<file path="config.mk">
export PLATFORM = sky130hd
export DESIGN_NAME = vga_pattern_gen
export DESIGN_NICKNAME = d
export VERILOG_FILES = /design/src/rtl/vga_pattern_pkg.sv /design/src/rtl/vga_pattern_gen_edge_stepper.sv /design/src/rtl/vga_pattern_gen.sv
export SDC_FILE = /design/constraint.sdc
export NUM_CORES = 1
export LEC_CHECK = 0
export ABC_CLOCK_PERIOD_IN_PS = 1600
export CORE_MARGIN = 5
export CORE_UTILIZATION = 42
export DETAILED_ROUTE_END_ITERATION = 8
export PLACE_DENSITY = 0.77
export REMOVE_ABC_BUFFERS = 1
export SLEW_MARGIN = 20
export SYNTH_ARGS = -nofsm -noshare
export SYNTH_HDL_FRONTEND = slang
export SYNTH_SLANG_ARGS = --single-unit
</file>
<file path="constraint.sdc">
create_clock -name CLK50MHZ -period 1.6 [get_ports CLK50MHZ]
set_input_delay 0.32 -clock CLK50MHZ [delete_from_list [all_inputs] [get_ports CLK50MHZ]]
set_output_delay 0.32 -clock CLK50MHZ [all_outputs]
set_load 0.01 [all_outputs]
</file>
<file path="src/rtl/vga_pattern_pkg.sv">
// Shared mode encoding and bar-colour helper for the VGA pattern generator.
package vga_pattern_pkg;

   localparam int NUM_MODES = 6;
   localparam int MODE_W    = 3;

   typedef enum logic [MODE_W-1:0] {
      SOLID    = 3'd0,
      VBARS    = 3'd1,
      HBARS    = 3'd2,
      CHECKER  = 3'd3,
      GRADIENT = 3'd4,
      SCROLL   = 3'd5
   } mode_e;

   typedef struct packed {
      logic r;
      logic g;
      logic b;
   } bar_rgb_t;

   // Each bar index bit switches one channel fully on: bit2=R, bit1=G, bit0=B.
   function automatic bar_rgb_t bar_rgb(input logic [2:0] idx);
      bar_rgb_t c;
      c.r = idx[2];
      c.g = idx[1];
      c.b = idx[0];
      return c;
   endfunction

endpackage

</file>
<file path="src/rtl/vga_pattern_gen_edge_stepper.sv">
// Rising-edge up/down stepper over 0..N-1 with wrap-around; simultaneous
// up and down edges cancel. Usable for any next/prev menu selector.
module edge_stepper #(
   parameter int N = 6,
   parameter int W = 3
) (
   input  logic         clk_sys,
   input  logic         rst,
   input  logic         up,
   input  logic         dn,
   output logic [W-1:0] count
);

   localparam logic [W-1:0] LAST = W'(N - 1);

   logic up_q;
   logic dn_q;
   logic up_rise;
   logic dn_rise;

   assign up_rise = up & ~up_q;
   assign dn_rise = dn & ~dn_q;

   always_ff @(posedge clk_sys) begin
      if (rst) begin
         up_q  <= 1'b0;
         dn_q  <= 1'b0;
         count <= '0;
      end else begin
         up_q <= up;
         dn_q <= dn;
         if (up_rise && !dn_rise) begin
            count <= (count == LAST) ? '0 : count + W'(1);
         end else if (dn_rise && !up_rise) begin
            count <= (count == '0) ? LAST : count - W'(1);
         end
      end
   end

endmodule

</file>
<file path="src/rtl/vga_pattern_gen.sv">
// Test-pattern source between the VGA timing generator and the RGB pins.
// Mode changes are staged in a pending selector and applied at vblank entry.
module vga_pattern_gen
   import vga_pattern_pkg::*;
#(
   parameter int COLOR_BITS   = 4,
   parameter int COORD_BITS   = 11,
   parameter int V_ACTIVE     = 480,
   parameter int BAR_SHIFT    = 6,
   parameter int CHK_SHIFT    = 5,
   parameter int GRAD_SHIFT   = 5,
   parameter int SCROLL_SHIFT = 2
) (
   input  logic                  CLK50MHZ,
   input  logic                  RST,
   input  logic                  next,
   input  logic                  prev,
   input  logic [COORD_BITS-1:0] x,
   input  logic [COORD_BITS-1:0] y,
   input  logic                  displaying,
   output logic [COLOR_BITS-1:0] VGA_R,
   output logic [COLOR_BITS-1:0] VGA_G,
   output logic [COLOR_BITS-1:0] VGA_B,
   output logic [MODE_W-1:0]     mode,
   output logic [7:0]            frame_cnt
);

   localparam logic [COLOR_BITS-1:0] CMAX   = '1;
   localparam logic [COORD_BITS-1:0] V_LINE = COORD_BITS'(V_ACTIVE);
   localparam logic [COORD_BITS-1:0] G_CAP  = COORD_BITS'(CMAX);

   logic [MODE_W-1:0]     pending;
   mode_e                 mode_q;
   logic [7:0]            frame_q;
   logic [COORD_BITS-1:0] y_q;
   logic                  ft;

   logic [COORD_BITS-1:0] x_grad;
   logic [COLOR_BITS-1:0] grad;
   logic [2:0]            bi;
   bar_rgb_t              bar;
   logic [COLOR_BITS-1:0] r_d;
   logic [COLOR_BITS-1:0] g_d;
   logic [COLOR_BITS-1:0] b_d;

   edge_stepper #(
      .N (NUM_MODES),
      .W (MODE_W)
   ) u_mode_step (
      .clk_sys (CLK50MHZ),
      .rst     (RST),
      .up      (next),
      .dn      (prev),
      .count   (pending)
   );

   // One pulse per frame: first cycle of the first non-visible line.
   assign ft = (y == V_LINE) && (y_q != V_LINE);

   assign x_grad = x >> GRAD_SHIFT;

   always_comb begin
      bi = x[BAR_SHIFT +: 3];
      if (mode_q == HBARS) begin
         bi = y[BAR_SHIFT +: 3];
      end else if (mode_q == SCROLL) begin
         bi = x[BAR_SHIFT +: 3] + frame_q[SCROLL_SHIFT +: 3];
      end
      bar  = bar_rgb(bi);
      grad = (x_grad > G_CAP) ? CMAX : x_grad[COLOR_BITS-1:0];

      r_d = '0;
      g_d = '0;
      b_d = '0;
      case (mode_q)
         SOLID: begin
            r_d = CMAX;
            b_d = CMAX;
         end
         VBARS, HBARS, SCROLL: begin
            r_d = {COLOR_BITS{bar.r}};
            g_d = {COLOR_BITS{bar.g}};
            b_d = {COLOR_BITS{bar.b}};
         end
         CHECKER: begin
            if (x[CHK_SHIFT] ^ y[CHK_SHIFT]) begin
               r_d = CMAX;
               g_d = CMAX;
               b_d = CMAX;
            end
         end
         GRADIENT: begin
            r_d = grad;
            g_d = grad;
            b_d = grad;
         end
         default: ;
      endcase
   end

   always_ff @(posedge CLK50MHZ) begin
      if (RST) begin
         mode_q  <= SOLID;
         frame_q <= '0;
         y_q     <= '0;
         VGA_R   <= '0;
         VGA_G   <= '0;
         VGA_B   <= '0;
      end else begin
         y_q <= y;
         if (ft) begin
            mode_q  <= mode_e'(pending);
            frame_q <= frame_q + 8'd1;
         end
         VGA_R <= displaying ? r_d : '0;
         VGA_G <= displaying ? g_d : '0;
         VGA_B <= displaying ? b_d : '0;
      end
   end

   assign mode      = mode_q;
   assign frame_cnt = frame_q;

endmodule

</file>
# == Word level (Yosys, flattened, before mapping) ==
# Cells that the tools add are included.
# W data, S select, Z words.
# classes
bitwise,6
shift,0
add_sub_neg,4
order_cmp,1
reduce_logical,10
n_eq_ne,8
n_mul,0
mux,11
n_div,0
# ops
operator,count
$pmux W4 S4,2
$mux W3,6
$pmux W4 S3,1
$eq A11 B9 Y1 const B,1
$ne A11 B9 Y1 const B,1
$eq A3 B3 Y1 const B,3
$add A8 B1 Y8 const B,1
$mux W4,2
$eq A3 B2 Y1 const B,2
$gt A6 B4 Y1 const B,1
$logic_not A3 Y1,2
$add A3 B1 Y3 const B,1
$add A3 B3 Y3,1
$eq A3 B1 Y1 const B,1
$logic_and A1 B1 Y1,3
$not A1 Y1,3
$reduce_or A3 Y1,1
$sub A3 B1 Y3 const B,1
$and A1 B1 Y1,2
$logic_not A1 Y1,2
$reduce_bool A2 Y1,1
$reduce_or A2 Y1,1
$xor A1 B1 Y1,1
# word_totals
register_bits,39
input_bits,27
mem_bits_ro,0
mem_count,0
ramBits,0
out_inout_bits,23
wordCells,49
latch_bits,0

# == Longest topological paths before layout ==
# Gate-level depths: netlist (run 1).
# depth
ltp_word,6
ltp_mapped,6
depth_no_buf,6

# == Modules after synthesis ==
# A second synthesis (run 1) with hierarchy kept.
# hier_totals
hier_cells,176
area_unflattened_um2,1679.1
# modules_own_cells
module,cells_each,seq_area_each_um2,n_inst,area_each_um2
vga_pattern_gen,146,680.7,1,1412.6
edge_stepper,30,100.1,1,266.5

# == Worst setup path after synthesis (run 1) ==
# Ideal clock, no wire load.
# synth_timing
kind,register -> register
start,"register frame_q[2], in the netlist frame_cnt[2]"
end,register VGA_G[3]
setup_ns,0.127
path_slack_ns,-0.177
synth_period_minus_slack_ns,1.777
required_time_ns,1.473
path_buffers,0
arrival_ns,1.650
path_stages_with_launch,6
path_cell_list,dfxtp_1 ha_1 fa_1 mux2_2 a31oi_1 a21oi_1
# synth_between
elab_chain_cells,4
# synth_rtl
item,line_no,rtl
"start, declared",vga_pattern_gen.sv:34,logic [7:0] frame_q;
"start signal, assigned",vga_pattern_gen.sv:113,frame_q <= frame_q + 8'd1;
$add A3 B3 Y3,vga_pattern_gen.sv:67,bi = x[BAR_SHIFT +: 3] + frame_q[SCROLL_SHIFT +: 3];
$mux W3,vga_pattern_gen.sv:66,end else if (mode_q == SCROLL) begin
$mux W3,vga_pattern_gen.sv:64,if (mode_q == HBARS) begin
$pmux W4 S3,vga_pattern_gen.sv:75,case (mode_q)
"end signal, assigned",vga_pattern_gen.sv:116,VGA_G <= displaying ? g_d : '0;
"end, declared",vga_pattern_gen.sv:22,"output logic [COLOR_BITS-1:0] VGA_G,"
# No other way between the ends.
# A chain may end at the register's enable or synchronous reset.

# == Worst setup path in the final report (run 1) ==
# layout_timing
start,"register frame_q[2], in the netlist frame_cnt[2]"
end,register VGA_R[1]
# layout_between
elab_chain_cells,4
# layout_rtl
item,line_no,rtl
$add A3 B3 Y3,vga_pattern_gen.sv:67,
$mux W3,vga_pattern_gen.sv:66,
$mux W3,vga_pattern_gen.sv:64,
$pmux W4 S4,vga_pattern_gen.sv:75,
"end signal, assigned",vga_pattern_gen.sv:115,VGA_R <= displaying ? r_d : '0;
"end, declared",vga_pattern_gen.sv:21,"output logic [COLOR_BITS-1:0] VGA_R,"
# No other way between the ends.

==> metrics, run 1 <==
synth unique cells 40; post-place setup slack -635 ps; Synth Warn # 0; worst rel slew slack 68.4%; Achievable Freq around 0.6 GHz; ANT cells 0; Mapped Area 1690 µm²; drt pass-1 iters 4; worst vdd ir 0.420 mV; status finished with violations; clk slew on worst S/H paths 80 ps; most common cell in the synthesized netlist dfxtp_1; Clock Skews 7.05 ps; PD cells 814 nW/µm²; Via density 5.67; #FFs+latches synth 39; HPWL Detailed 3180 µm; Core Box Area around 3900 µm²; cell accounting for the most synthesized area dfxtp_1; Global Route Usage Sum 16.9%; WHS Path Cells 2; via count 1679; vias in the first global route 1531; Req. time, crit path roughly 1800 ps; number of remaining DRC errors 0; Post-synth top cells dfxtp_1 (39), a21oi_1 (26), nor2b_1 (18), o21ai_0 (8); crit path capture type flop; H-Tree Depth 2; Register-to-Register Path Depth 6; P&R area growth vs syn 53.3%; Synth Area per Inst between 9 and 10 µm²; Routability Congestion 0.837; worst setup path class reg2reg; number of clock sinks 39; ys async rst share 0%; Yosys top cell area share 46.2%; worst setup margin -84.0 ps; CTS Root Cell clkbuf_8; GR Overflow Total 0; Die Y about 73 µm; Final #Nets 277; Static Leak slightly below 1 nW; Worst Tran Pin Value 471 ps; layout cell share with drive strength beyond 1 24.8%; Starting Density 42.8%; final count of pins violating max slew 0; Detail Route Antenna Nets 0; first-pass GRT wire length 7160 µm; Tcrit/Tclk final 105%; final WL 4670 µm; sequential fraction of the synthesis area 46.2%; TritonCTS Buffers 5; num ports 50; DR WL/cell 15.8 µm; Max Cap Viol 0; CP startpoint kind flop; antenna violations before repair 0; Max Buffers Root-to-Sink 2; worst hold margin 375 ps; worst endpoint data arrival time 1830 ps; CTS tree done; row count 23; total die area 5390 µm²; ys flop type dfxtp_1; die width 73.4 µm; largest net degree at the start of global routing 19; Setup Viol. Count Final 8; failing checks negative setup slack; minimum clock period 1680 ps; clk_lat worst skew 290 ps; dominant cells by area after synthesis dfxtp_1 (46%), a21oi_1 (7.7%), nor2b_1 (6.7%); Hold Fails Final Rpt 0; initial drt markers 230; number of synthesized flops with an enable pin 0; Min-Delay Path Class in2reg; I/O Buffers between 40 and 50; RSZ-0062 raised after global routing yes; worst-path maximum fanout 4; Mapped Cells 181
[per-layer routing]
layer	wire length [µm]	share of wire, %	track usage, %	vias up
met5	0	0	0	-
met4	25	0.54	5.03	0
met3	426	9.1	3.56	4
met2	2290	49	28.2	83
met1	1930	41	22.0	794
li1	-	-	-	798
[critical path, cell delays in order, from the launching register on]
cell and delay (ps):
dfxtp_2 340, ha_4 150, fa_2 320, xor2_1 150
nor3b_1 140, o211ai_1 300, a31oi_1 140
[through the flow]
stage | power [W] | TNS, ps | instances | util [%] | instance area, µm²
5_1_grt | 0.00218 | -692 | 296 | 65.7 | 2590
4_1_cts | 0.00211 | -255 | 296 | 63.9 | 2520
6_report | 0.00211 | -349 | 296 | 65.7 | 2590
3_5_place_dp | 0.00128 | -10570 | 286 | 58.8 | 2320
2_1_floorplan | 0.00114 | -1240 | 172 | - | 1650
3_3_place_gp | 0.00127 | -10220 | 286 | 58.8 | 2320
[final timing paths]
kind / start / slack [ps] / to
setup / recovery: frame_cnt[2] / -80 / VGA_R[1]
hold / removal: y[9] / 370 / y_q[9]
hold reg to reg: frame_cnt[6] / 510 / frame_cnt[6]
setup reg to reg: frame_cnt[2] / -80 / VGA_R[1]
[flip-flops by register name (all words and copies together) (netlist names)]
name	flops
mode	3
y_q	11
u_mode_step.dn_q	1
u_mode_step.up_q	1
VGA_G	4
u_mode_step.count	3
VGA_B	4
frame_cnt	8
VGA_R	4
[layout by cell type (no fill, tap or decap), drive strengths merged, types with 2 or more instances in the layout]
cell type,Yosys,layout
o31ai,4,4
or2,2,2
clkbuf,7,6
clkdlybuf4s50,0,29
nor4b,2,2
nor2,4,4
and4,5,5
xor2,2,2
o21ai,8,8
or3,5,5
or4,4,4
a31oi,5,5
a21oi,26,26
nand3,8,8
ha,4,4
nand4,2,2
mux2,2,2
o211ai,2,2
inv,6,6
nor3,4,4
nor2b,18,18
nand2b,2,2
nor4,2,2
nand2,3,3
dlygate4sd2,0,14
buf,2,22
dfxtp,39,39
[kinds of logic (layout without fill, tap and decap cells)]
| kind of cell | after synthesis | after routing | synth area share [%] |
|---|---|---|---|
| AOI/OAI and AO/OA | 52 | 52 | 18.1 |
| xor gates and xnor gates | 2 | 2 | 1.04 |
| adders and majority gates | 5 | 5 | 4.15 |
| buffers and inverters | 15 | 80 | 3.48 |
| DFF | 39 | 39 | 46.2 |
| muxes | 2 | 2 | 1.33 |
| and+or+nand+nor | 66 | 66 | 25.7 |
[report_power, final]
group | leakage, nW | switching [W] | total, W | internal, W
Clock | 0.0612 | 0.000336 | 0.000841 | 0.000504
Sequential | 0.325 | 0.0000273 | 0.00103 | 0.00100
Combinational | 0.607 | 0.000102 | 0.000237 | 0.000135
[timing repair]
item                       4_1_cts  5_1_grt
setup endpoints to repair       24       16
pin swaps                       12       11
setup buffers                    2        0
gates resized for setup         38       16
hold buffers                     0        0
[layout make-up]
cell class              count  area (µm²)
well taps                  50        62.6
fillers                   318        1350
multi-input cells         127         983
clock buffers               6        82.6
clock inverters             2        35.0
repair buffers             66         607
inverters                   6        22.5
flip-flops and latches     39         797
No activity file was read; power rests on OpenSTA's default activity.
==> run 2, diff against run 1 <==
Settings changed: CORE_MARGIN 5 to 3.
==> metrics, run 2 (synthesized netlist as in run 1, its figures left out) <==
Clock Skews 6.05 ps; area occupied by multi-input gates a little under 1000 µm²; PD cells 852 nW/µm²; largest net degree at the start of global routing 17; Max Buffers Root-to-Sink 2; Int Power 0.00176 W; initial drt markers 122; Tcrit/Tclk final 104%; post-route insts no fill 296; row count 22; P&R area growth vs syn 54.4%; HPWL Detailed approximately 2900 µm; total die area just under 5000 µm²; num ports 50; Global Route Usage Sum a little under a fifth; via count 1635; Seq pwr share 46.4%; worst setup path class reg2reg; I/O Buffers 44; worst setup margin -66.2 ps; commonest cells after routing, fill and taps aside dfxtp_1 (31), clkdlybuf4s50_1 (25), a21oi_1 (22), buf_4 (22), nor2b_1 (17); Sw Ratio 20.9%; Core Box Area 3770 µm²; first-pass GRT wire length 7210 µm; antenna violations before repair 0; crit path capture type flop; worst rel slew slack 69.1%; Starting Density 44.8%; Worst Tran Pin Value 460 ps; CP startpoint kind flop; final WL 4450 µm; Via density 5.52; most common cell after layout, fill and taps aside dfxtp_1; worst endpoint data arrival time approximately 1900 ps; minimum clock period 1670 ps; number of remaining DRC errors 0; clock network fraction of total power 43.4%; Psw 0.000465 W; worst vdd ir roughly 0.57 mV; drt pass-1 iters 4; failing checks negative setup slack; number of clock sinks 39; RSZ-0062 raised after global routing yes; Die Y 69.4 µm; Final #Nets between 200 and 300; TritonCTS Buffers 5; final count of pins violating max slew 0; status finished with violations; Most flops, register y_q; Min-Delay Path Class in2reg; clk_lat worst skew 290 ps; CTS tree done; Static Leak 1.05 nW; layout cell share with drive strength beyond 1 25.4%; Routability Congestion slightly above 0.8; Req. time, crit path 1820 ps; Detail Route Antenna Nets 0; vias in the first global route 1560; DR WL/cell around 15 µm; worst-path maximum fanout 4; combinational power share 10.2%; dpl cells ~280; # hold bufs at CTS 0; CTS Root Cell clkbuf_8; Sequential cell area a little under 800 µm²; Achievable Freq 0.600 GHz; clk slew on worst S/H paths 70 ps; H-Tree Depth 2; Max Cap Viol 0; ANT cells 0; filler instances approximately 300; worst hold margin ~300 ps; GR Overflow Total 0; die width 69.4 µm; max FFs per register 11; Hold Fails Final Rpt 0; Setup Viol. Count Final 6
## run 2: area by class of cell
class	count	area share [%]
Clock buffer	6	2.78
Clock inverter	2	2.30
Inverter	6	0.863
Multi-Input combinational cell	128	37.6
Sequential cell	39	30.5
Tap cell	48	2.30
Timing Repair Buffer	67	23.6
## run 2: power by group through the flow
stage | combinational [W] | sequential [W] | clock (W)
final | 0.000227 | 0.00103 | 0.000965
after global routing | 0.000251 | 0.00103 | 0.00102
after CTS | 0.000220 | 0.00103 | 0.000975
after detailed placement | 0.000220 | 0.00105 | 0
after global placement | 0.000216 | 0.00105 | 0
after floorplan | 0.0000841 | 0.00105 | 0
## run 2: layer usage
metal / up-vias / track usage (%) / wire (µm)
li1: 806 / - / -
met1: 776 / 22.6 / 1910
met2: 46 / 31.5 / 2210
met3: 7 / 6.38 / 275
met4: 0 / 5.21 / 49
met5: - / 0 / 0
## run 2: timing repair
item / CTS / global route
pin swaps: 15 / 10
setup endpoints to repair: 23 / 21
resized for setup: 34 / 25
gates cloned: 1 / 0
setup buffers: 4 / 1
## run 2: stage by stage
| step | setup TNS (ps) | instance area (µm²) | setup slack (ps) | total power [W] | utilization, % |
|---|---|---|---|---|---|
| global route | -707 | 2610 | -150 | 0.00231 | 69.2 |
| detailed placement | -11020 | 2310 | -653 | 0.00127 | 61.2 |
| floorplan | -1240 | 1650 | -177 | 0.00114 | - |
| CTS | -80.7 | 2530 | -26.2 | 0.00222 | 67.1 |
| finish | -256 | 2610 | -66.2 | 0.00222 | 69.2 |
| global placement | -10250 | 2310 | -603 | 0.00127 | 61.2 |
## run 2: final timing paths
kind	from	to	slack, ps	depth (start not counted)
max	frame_cnt[2]	VGA_R[2]	-70	7
min	y[1]	y_q[1]	300	2
max reg2reg	frame_cnt[2]	VGA_R[2]	-70	7
min reg2reg	frame_cnt[6]	frame_cnt[6]	500	2
## run 2: critical path: stages (launching register included)
cell	delay [ps]
dfxtp_2	340
ha_4	150
fa_2	350
xor2_2	150
a21boi_1	170
o211ai_1	120
buf_4	160
a31oi_1	150
